## config.mk

```make
export PLATFORM = sky130hd
export DESIGN_NAME = mem_x_stream_reader
export DESIGN_NICKNAME = d
export VERILOG_FILES = /design/src/rtl/mem_x_stream_reader.sv
export SDC_FILE = /design/constraint.sdc
export NUM_CORES = 1
export LEC_CHECK = 0
export BUFFER_PORTS_ARGS = -buffer_cell sky130_fd_sc_hd__buf_2
export CAP_MARGIN = 5
export CORE_MARGIN = 2
export CORE_UTILIZATION = 50
export CTS_CLUSTER_SIZE = 20
export DETAILED_ROUTE_END_ITERATION = 16
export MAX_ROUTING_LAYER = met4
export PLACE_DENSITY = 0.76
export SLEW_MARGIN = 20
export SYNTH_ARGS = -nofsm -noshare
export SYNTH_HDL_FRONTEND = slang
export SYNTH_SLANG_ARGS = --single-unit
```

## constraint.sdc

```tcl
create_clock -name clk -period 3 [get_ports clk]
set_input_delay 0.6 -clock clk [delete_from_list [all_inputs] [get_ports clk]]
set_output_delay 0.6 -clock clk [all_outputs]
set_load 0.03 [all_outputs]
```

## src/rtl/mem_x_stream_reader.sv

```systemverilog
// mem_x_stream_reader
//   Read-side engine for the 1024x24 simple dual-port sample memory. Reads a
//   programmed run of words starting at any base address, with circular wrap,
//   and emits them as a valid/ready stream. A skid FIFO of depth RD_LAT+1
//   absorbs the memory read latency. Reads are credit-limited, so the stream
//   sustains one word per cycle and survives arbitrary backpressure.
//
// Ports
//   clk, rst_n        clock, asynchronous active-low reset
//   start             1-cycle command pulse (sampled only while idle)
//   base_addr         first read address, latched on start
//   length            number of words, 0..2^ADDR_W, latched on start
//   busy              high while a run is in progress
//   done              1-cycle pulse at the end of a run
//   mem_ceb           port-B read enable
//   mem_oce           port-B output-register enable (tied high)
//   mem_adb           port-B read address
//   mem_dout          port-B read data
//   m_valid, m_ready  stream handshake
//   m_data, m_last    stream word, final-word marker
//
// mem_ceb/mem_adb are decoded from registered state in the same cycle as the
// credit check. Registering them would add a stage to the credit loop, and the
// RD_LAT+1 entry FIFO could then no longer sustain one word per cycle.

module mem_x_stream_reader #(
  parameter int unsigned ADDR_W = 10,
  parameter int unsigned DATA_W = 24,
  parameter int unsigned RD_LAT = 1
) (
  input  logic              clk,
  input  logic              rst_n,
  input  logic              start,
  input  logic [ADDR_W-1:0] base_addr,
  input  logic [ADDR_W:0]   length,
  output logic              busy,
  output logic              done,
  output logic              mem_ceb,
  output logic              mem_oce,
  output logic [ADDR_W-1:0] mem_adb,
  input  logic [DATA_W-1:0] mem_dout,
  output logic              m_valid,
  input  logic              m_ready,
  output logic [DATA_W-1:0] m_data,
  output logic              m_last
);

  localparam int unsigned LEN_W = ADDR_W + 1;
  localparam int unsigned DEPTH = RD_LAT + 1;
  localparam int unsigned PTR_W = (DEPTH > 1) ? $clog2(DEPTH) : 1;
  localparam int unsigned CNT_W = $clog2(DEPTH + 1) + 1;

  typedef enum logic [1:0] {
    S_IDLE  = 2'd0,
    S_RUN   = 2'd1,
    S_DRAIN = 2'd2
  } state_t;

  state_t              state_q, state_d;
  logic [ADDR_W-1:0]   rd_addr_q, rd_addr_d;
  logic [LEN_W-1:0]    iss_left_q, iss_left_d;
  logic [LEN_W-1:0]    beats_left_q, beats_left_d;
  logic                busy_q, busy_d;
  logic                done_q, done_d;
  logic [RD_LAT-1:0]   pipe_q, pipe_d;

  logic [DATA_W-1:0]   fifo_q [DEPTH];
  logic [PTR_W-1:0]    wptr_q, wptr_d;
  logic [PTR_W-1:0]    rptr_q, rptr_d;
  logic [CNT_W-1:0]    cnt_q, cnt_d;

  logic                pop;
  logic                wr;
  logic                issue;
  logic                credit_ok;
  logic [CNT_W-1:0]    inflight;

  // Pointer advance with wrap at DEPTH, which need not be a power of two.
  function automatic logic [PTR_W-1:0] ptr_inc(input logic [PTR_W-1:0] p);
    if (p == PTR_W'(DEPTH - 1)) begin
      return '0;
    end
    return p + PTR_W'(1);
  endfunction

  // Stream side of the FIFO.
  assign m_valid = (cnt_q != '0);
  assign m_data  = fifo_q[rptr_q];
  assign m_last  = m_valid && (beats_left_q == LEN_W'(1));
  assign pop     = m_valid & m_ready;

  // A read returns into the FIFO RD_LAT edges after the memory samples it.
  assign wr = pipe_q[RD_LAT-1];

  // Reads between the memory and the FIFO.
  always_comb begin
    inflight = '0;
    for (int unsigned i = 0; i < RD_LAT; i++) begin
      inflight = inflight + CNT_W'(pipe_q[i]);
    end
  end

  // The credit check counts this cycle's pop, so a full FIFO being drained
  // still allows back-to-back issues.
  assign credit_ok = (cnt_q + inflight - CNT_W'(pop)) < CNT_W'(DEPTH);

  // FSM next-state and run bookkeeping.
  always_comb begin
    state_d      = state_q;
    rd_addr_d    = rd_addr_q;
    iss_left_d   = iss_left_q;
    beats_left_d = beats_left_q;
    done_d       = 1'b0;
    issue        = 1'b0;

    if (pop) begin
      beats_left_d = beats_left_q - LEN_W'(1);
    end

    unique case (state_q)
      S_IDLE: begin
        // A start coinciding with the done pulse is ignored.
        if (start && !done_q) begin
          if (length != '0) begin
            rd_addr_d    = base_addr;
            iss_left_d   = length;
            beats_left_d = length;
            state_d      = S_RUN;
          end else begin
            done_d = 1'b1;
          end
        end
      end
      S_RUN: begin
        if (credit_ok) begin
          issue      = 1'b1;
          rd_addr_d  = rd_addr_q + ADDR_W'(1);
          iss_left_d = iss_left_q - LEN_W'(1);
          if (iss_left_q == LEN_W'(1)) begin
            state_d = S_DRAIN;
          end
        end
      end
      S_DRAIN: begin
        if (pop && (beats_left_q == LEN_W'(1))) begin
          done_d  = 1'b1;
          state_d = S_IDLE;
        end
      end
      default: begin
        state_d = S_IDLE;
      end
    endcase

    busy_d = (state_d != S_IDLE);
  end

  // Return pipeline and FIFO pointer/occupancy next-state.
  always_comb begin
    pipe_d = (pipe_q << 1) | RD_LAT'(issue);
    wptr_d = wr  ? ptr_inc(wptr_q) : wptr_q;
    rptr_d = pop ? ptr_inc(rptr_q) : rptr_q;
    cnt_d  = cnt_q + CNT_W'(wr) - CNT_W'(pop);
  end

  // Control state registers.
  always_ff @(posedge clk or negedge rst_n) begin
    if (!rst_n) begin
      state_q      <= S_IDLE;
      rd_addr_q    <= '0;
      iss_left_q   <= '0;
      beats_left_q <= '0;
      busy_q       <= 1'b0;
      done_q       <= 1'b0;
      pipe_q       <= '0;
    end else begin
      state_q      <= state_d;
      rd_addr_q    <= rd_addr_d;
      iss_left_q   <= iss_left_d;
      beats_left_q <= beats_left_d;
      busy_q       <= busy_d;
      done_q       <= done_d;
      pipe_q       <= pipe_d;
    end
  end

  // Skid FIFO storage and pointers.
  always_ff @(posedge clk or negedge rst_n) begin
    if (!rst_n) begin
      for (int unsigned i = 0; i < DEPTH; i++) begin
        fifo_q[i] <= '0;
      end
      wptr_q <= '0;
      rptr_q <= '0;
      cnt_q  <= '0;
    end else begin
      if (wr) begin
        fifo_q[wptr_q] <= mem_dout;
      end
      wptr_q <= wptr_d;
      rptr_q <= rptr_d;
      cnt_q  <= cnt_d;
    end
  end

  assign busy    = busy_q;
  assign done    = done_q;
  assign mem_ceb = issue;
  assign mem_adb = rd_addr_q;
  assign mem_oce = 1'b1;

endmodule

```

==> impl_metrics.tcl <==
set metrics [dict create \
    outcome "completed" \
    start_util_pct 51.8 \
    first_pass_iters 5 \
    numClockSinks 90 \
    cts_tree "yes" \
    final_cell_mix "dfrtp_1 (89), buf_2 (85), mux2_2 (72)" \
    synth_cell_types 58 \
    grt_usage_pct 22.3 \
    clk_pin_slew_ns 0.10 \
    drcViolationCount 0 \
    fmax_ghz 0.347 \
    die_w_um 99.2 \
    min_period_over_period_pct 96.1 \
    fin_crit_ns 2.88 \
    synthesis.nets 459 \
    vias 3568 \
    core-area_um2 8760 \
    cts-root-buf "clkbuf_8" \
    relSlewSlack_pct 31.7 \
    row_count 34 \
    antenna_cells 0 \
    maxSlewViolCount 0 \
    final.setup.tns_ns 0 \
    ant_nets 0 \
    nFillCells 733 \
    rsz0062_at_grt "no" \
    async_flop_share_pct 100 \
    grt_max_degree 51 \
    p_leak_uw 0.00236 \
    startpoint_type "flip-flop" \
    worst_pin_slew_ns 1.03 \
    drt_iter0_drc 128 \
    numCtsBuffers 9 \
    netlist_area_um2 4540 \
    switching_share_pct 43.7 \
    crit_required_ns 2.40 \
    die_area_um2 9850 \
    clock_power_share_pct 13.9 \
    finalHoldViolations 0 \
    place_hpwl_um 7250 \
    avgSynthCellArea_um2 11.3 \
    finalWeightedCongestion 0.883 \
    power_switching_uw 2800 \
    numPortBuffers 87 \
    clk_latency_ns 0.36 \
    via_per_inst 5.88 \
    die_y_um 99.2 \
    setup_slack_ns 0.116 \
    setup_viol 0 \
    grt_overflow 0 \
    drive_gt1_share_pct 41.5 \
    power_frac_comb_pct 52.1 \
    finalWirelength_um 10400 \
    yosysWarnings 0 \
    dp_worst_setup_slack_ns 0.000651 \
    min_path_type "in2async" \
    cts_buffer_depth 2 \
    grt_pass1_vias 3611 \
    yosysSeqAreaShare_pct 49.7 \
    area_growth_pct 19.1 \
    layout_commonest_cell "dfrtp_1" \
    p_per_area_nw_per_um2 1190 \
    grt_pass1_wl_um 17300 \
    h-tree-depth 3 \
    routedWlPerCell_um 17.1 \
    endpoint_kind "primary output" \
    peakVddDrop_mv 1.15 \
    antenna_found_initial 0 \
    postCtsHoldBufs 0 \
    synth-main-ff-cell "dfrtp_1" \
    worst-setup-path-type "reg2out" \
    final_nets 550 \
    ys_seq_elements 90 \
    ios 89 \
    drv_cap 0 \
    worst_clock_skew_ns 0.0139 \
    p_seq_share_pct 34.0 \
    synth_edf_count 0 \
    arrival_ns 2.28 \
    cp_max_fo 3 \
    syn_inst 403 \
    power.internal_uw 3610 \
]
## worst max-delay path, stage by stage (launching register included)
cell and delay (ns):
dfrtp_1 0.42, o31ai_4 0.27, mux2i_1 0.12, ha_1 0.19, inv_1 0.06, fa_1 0.47
nand3_2 0.13, clkinv_1 0.10, buf_4 0.18
## power groups by stage
stage | combinational, uW | sequential (uW) | clock [uW]
floorplan | 2360 | 2190 | 0
global placement | 3220 | 2140 | 0
detailed placement | 3300 | 2190 | 0
CTS | 3360 | 2170 | 915
global route | 3620 | 2250 | 965
finish | 3340 | 2180 | 893
## stage by stage
step / hold WS, ns / power [uW] / cells / instance area, um^2 / utilization (%)
after floorplan: 0.304 / 4550 / 403 / 4540 / -
after global placement: 0.481 / 5360 / 588 / 5150 / 58.7
after detailed placement: 0.487 / 5490 / 588 / 5150 / 58.7
after CTS: 0.261 / 6450 / 607 / 5400 / 61.6
after global routing: 0.286 / 6840 / 607 / 5400 / 61.6
final: 0.256 / 6410 / 607 / 5400 / 61.6
## area by class of cell
class	instances	area [um^2]	area share, %
Clock buffer	9	124	2.29
Clock inverter	7	95.1	1.76
Inverter	12	45.0	0.834
Multi-Input combinational cell	275	2150	39.9
Sequential cell	90	2250	41.7
Tap cell	108	135	2.50
Timing Repair Buffer	106	596	11.0
## kinds of logic after synthesis
group           Yosys count  share of synthesized area [%]
mux                      73                           18.1
fa+ha+maj                 7                           2.10
compound gates           82                           12.5
buf+inv                  38                           3.56
xor+xnor                 11                           2.43
simple gates            101                           11.6
flops                    90                           49.7
other cells               1                         0.0827
## metal layers
metal | vias to the layer above | track usage (%) | wire [um]
met3 | 24 | 3.58 | 608
met4 | 0 | 8.11 | 208
li1 | 1669 | - | -
met2 | 137 | 35.9 | 4960
met5 | - | - | 0
met1 | 1738 | 28.8 | 4630
## sequential cells by signal, summed over array words and instances, names as in the netlist
register      count
fifo_q           48
beats_left_q     11
iss_left_q       11
mem_adb          10
cnt_q             3
state_q           2
busy              1
done              1
pipe_q            1
rptr_q            1
wptr_q            1
## timing repair
item | CTS | global route
gates resized for setup | 3 | 0
buffers inserted | 3 | 0
setup endpoints to repair | 1 | 0
## path summary, 6_finish.rpt
kind	start	end	slack, ns	cells past startpoint
worst min register to register	wptr_q$_DFFE_PN0P_	wptr_q$_DFFE_PN0P_	0.51	1
min in group clk	mem_dout[11]	fifo_q[11]$_DFFE_PN0P_	0.48	2
worst max register to register	cnt_q[1]$_DFF_PN0_	iss_left_q[10]$_DFFE_PN0P_	0.45	11
worst max-delay path	cnt_q[1]$_DFF_PN0_	mem_ceb	0.12	8
max in group asynchronous	rst_n	iss_left_q[1]$_DFFE_PN0P_	2.09	2
worst min-delay path	rst_n	fifo_q[28]$_DFFE_PN0P_	0.26	1
## Yosys cell counts, drive strengths merged (2+ instances only)
library cell / count / share of area, %
dfrtp: 90 / 50
mux2: 72 / 18
nand2: 22 / 1.9
nor2: 22 / 1.9
clkbuf: 17 / 1.4
o21ai: 15 / 1.7
a21oi: 13 / 1.4
nand3: 13 / 1.5
inv: 11 / 0.91
a31oi: 9 / 1.2
buf: 9 / 1.2
nor3: 8 / 0.88
nor4: 8 / 1.1
xor2: 8 / 1.5
o211ai: 7 / 1.2
o22a: 7 / 1.4
ha: 6 / 1.7
nand4: 6 / 0.83
a22oi: 4 / 0.66
a2bb2oi: 4 / 0.77
nor2b: 4 / 0.55
o22ai: 4 / 0.55
or4: 4 / 0.74
or3: 3 / 0.41
a31o: 2 / 0.39
a41oi: 2 / 0.39
and2: 2 / 0.28
and3: 2 / 0.28
nand2b: 2 / 0.28
nand4b: 2 / 0.39
o2bb2a: 2 / 0.44
o311ai: 2 / 0.39
o31a: 2 / 0.39
o31ai: 2 / 0.33
xnor2: 2 / 0.39
Power figures use the tool's default switching activity.
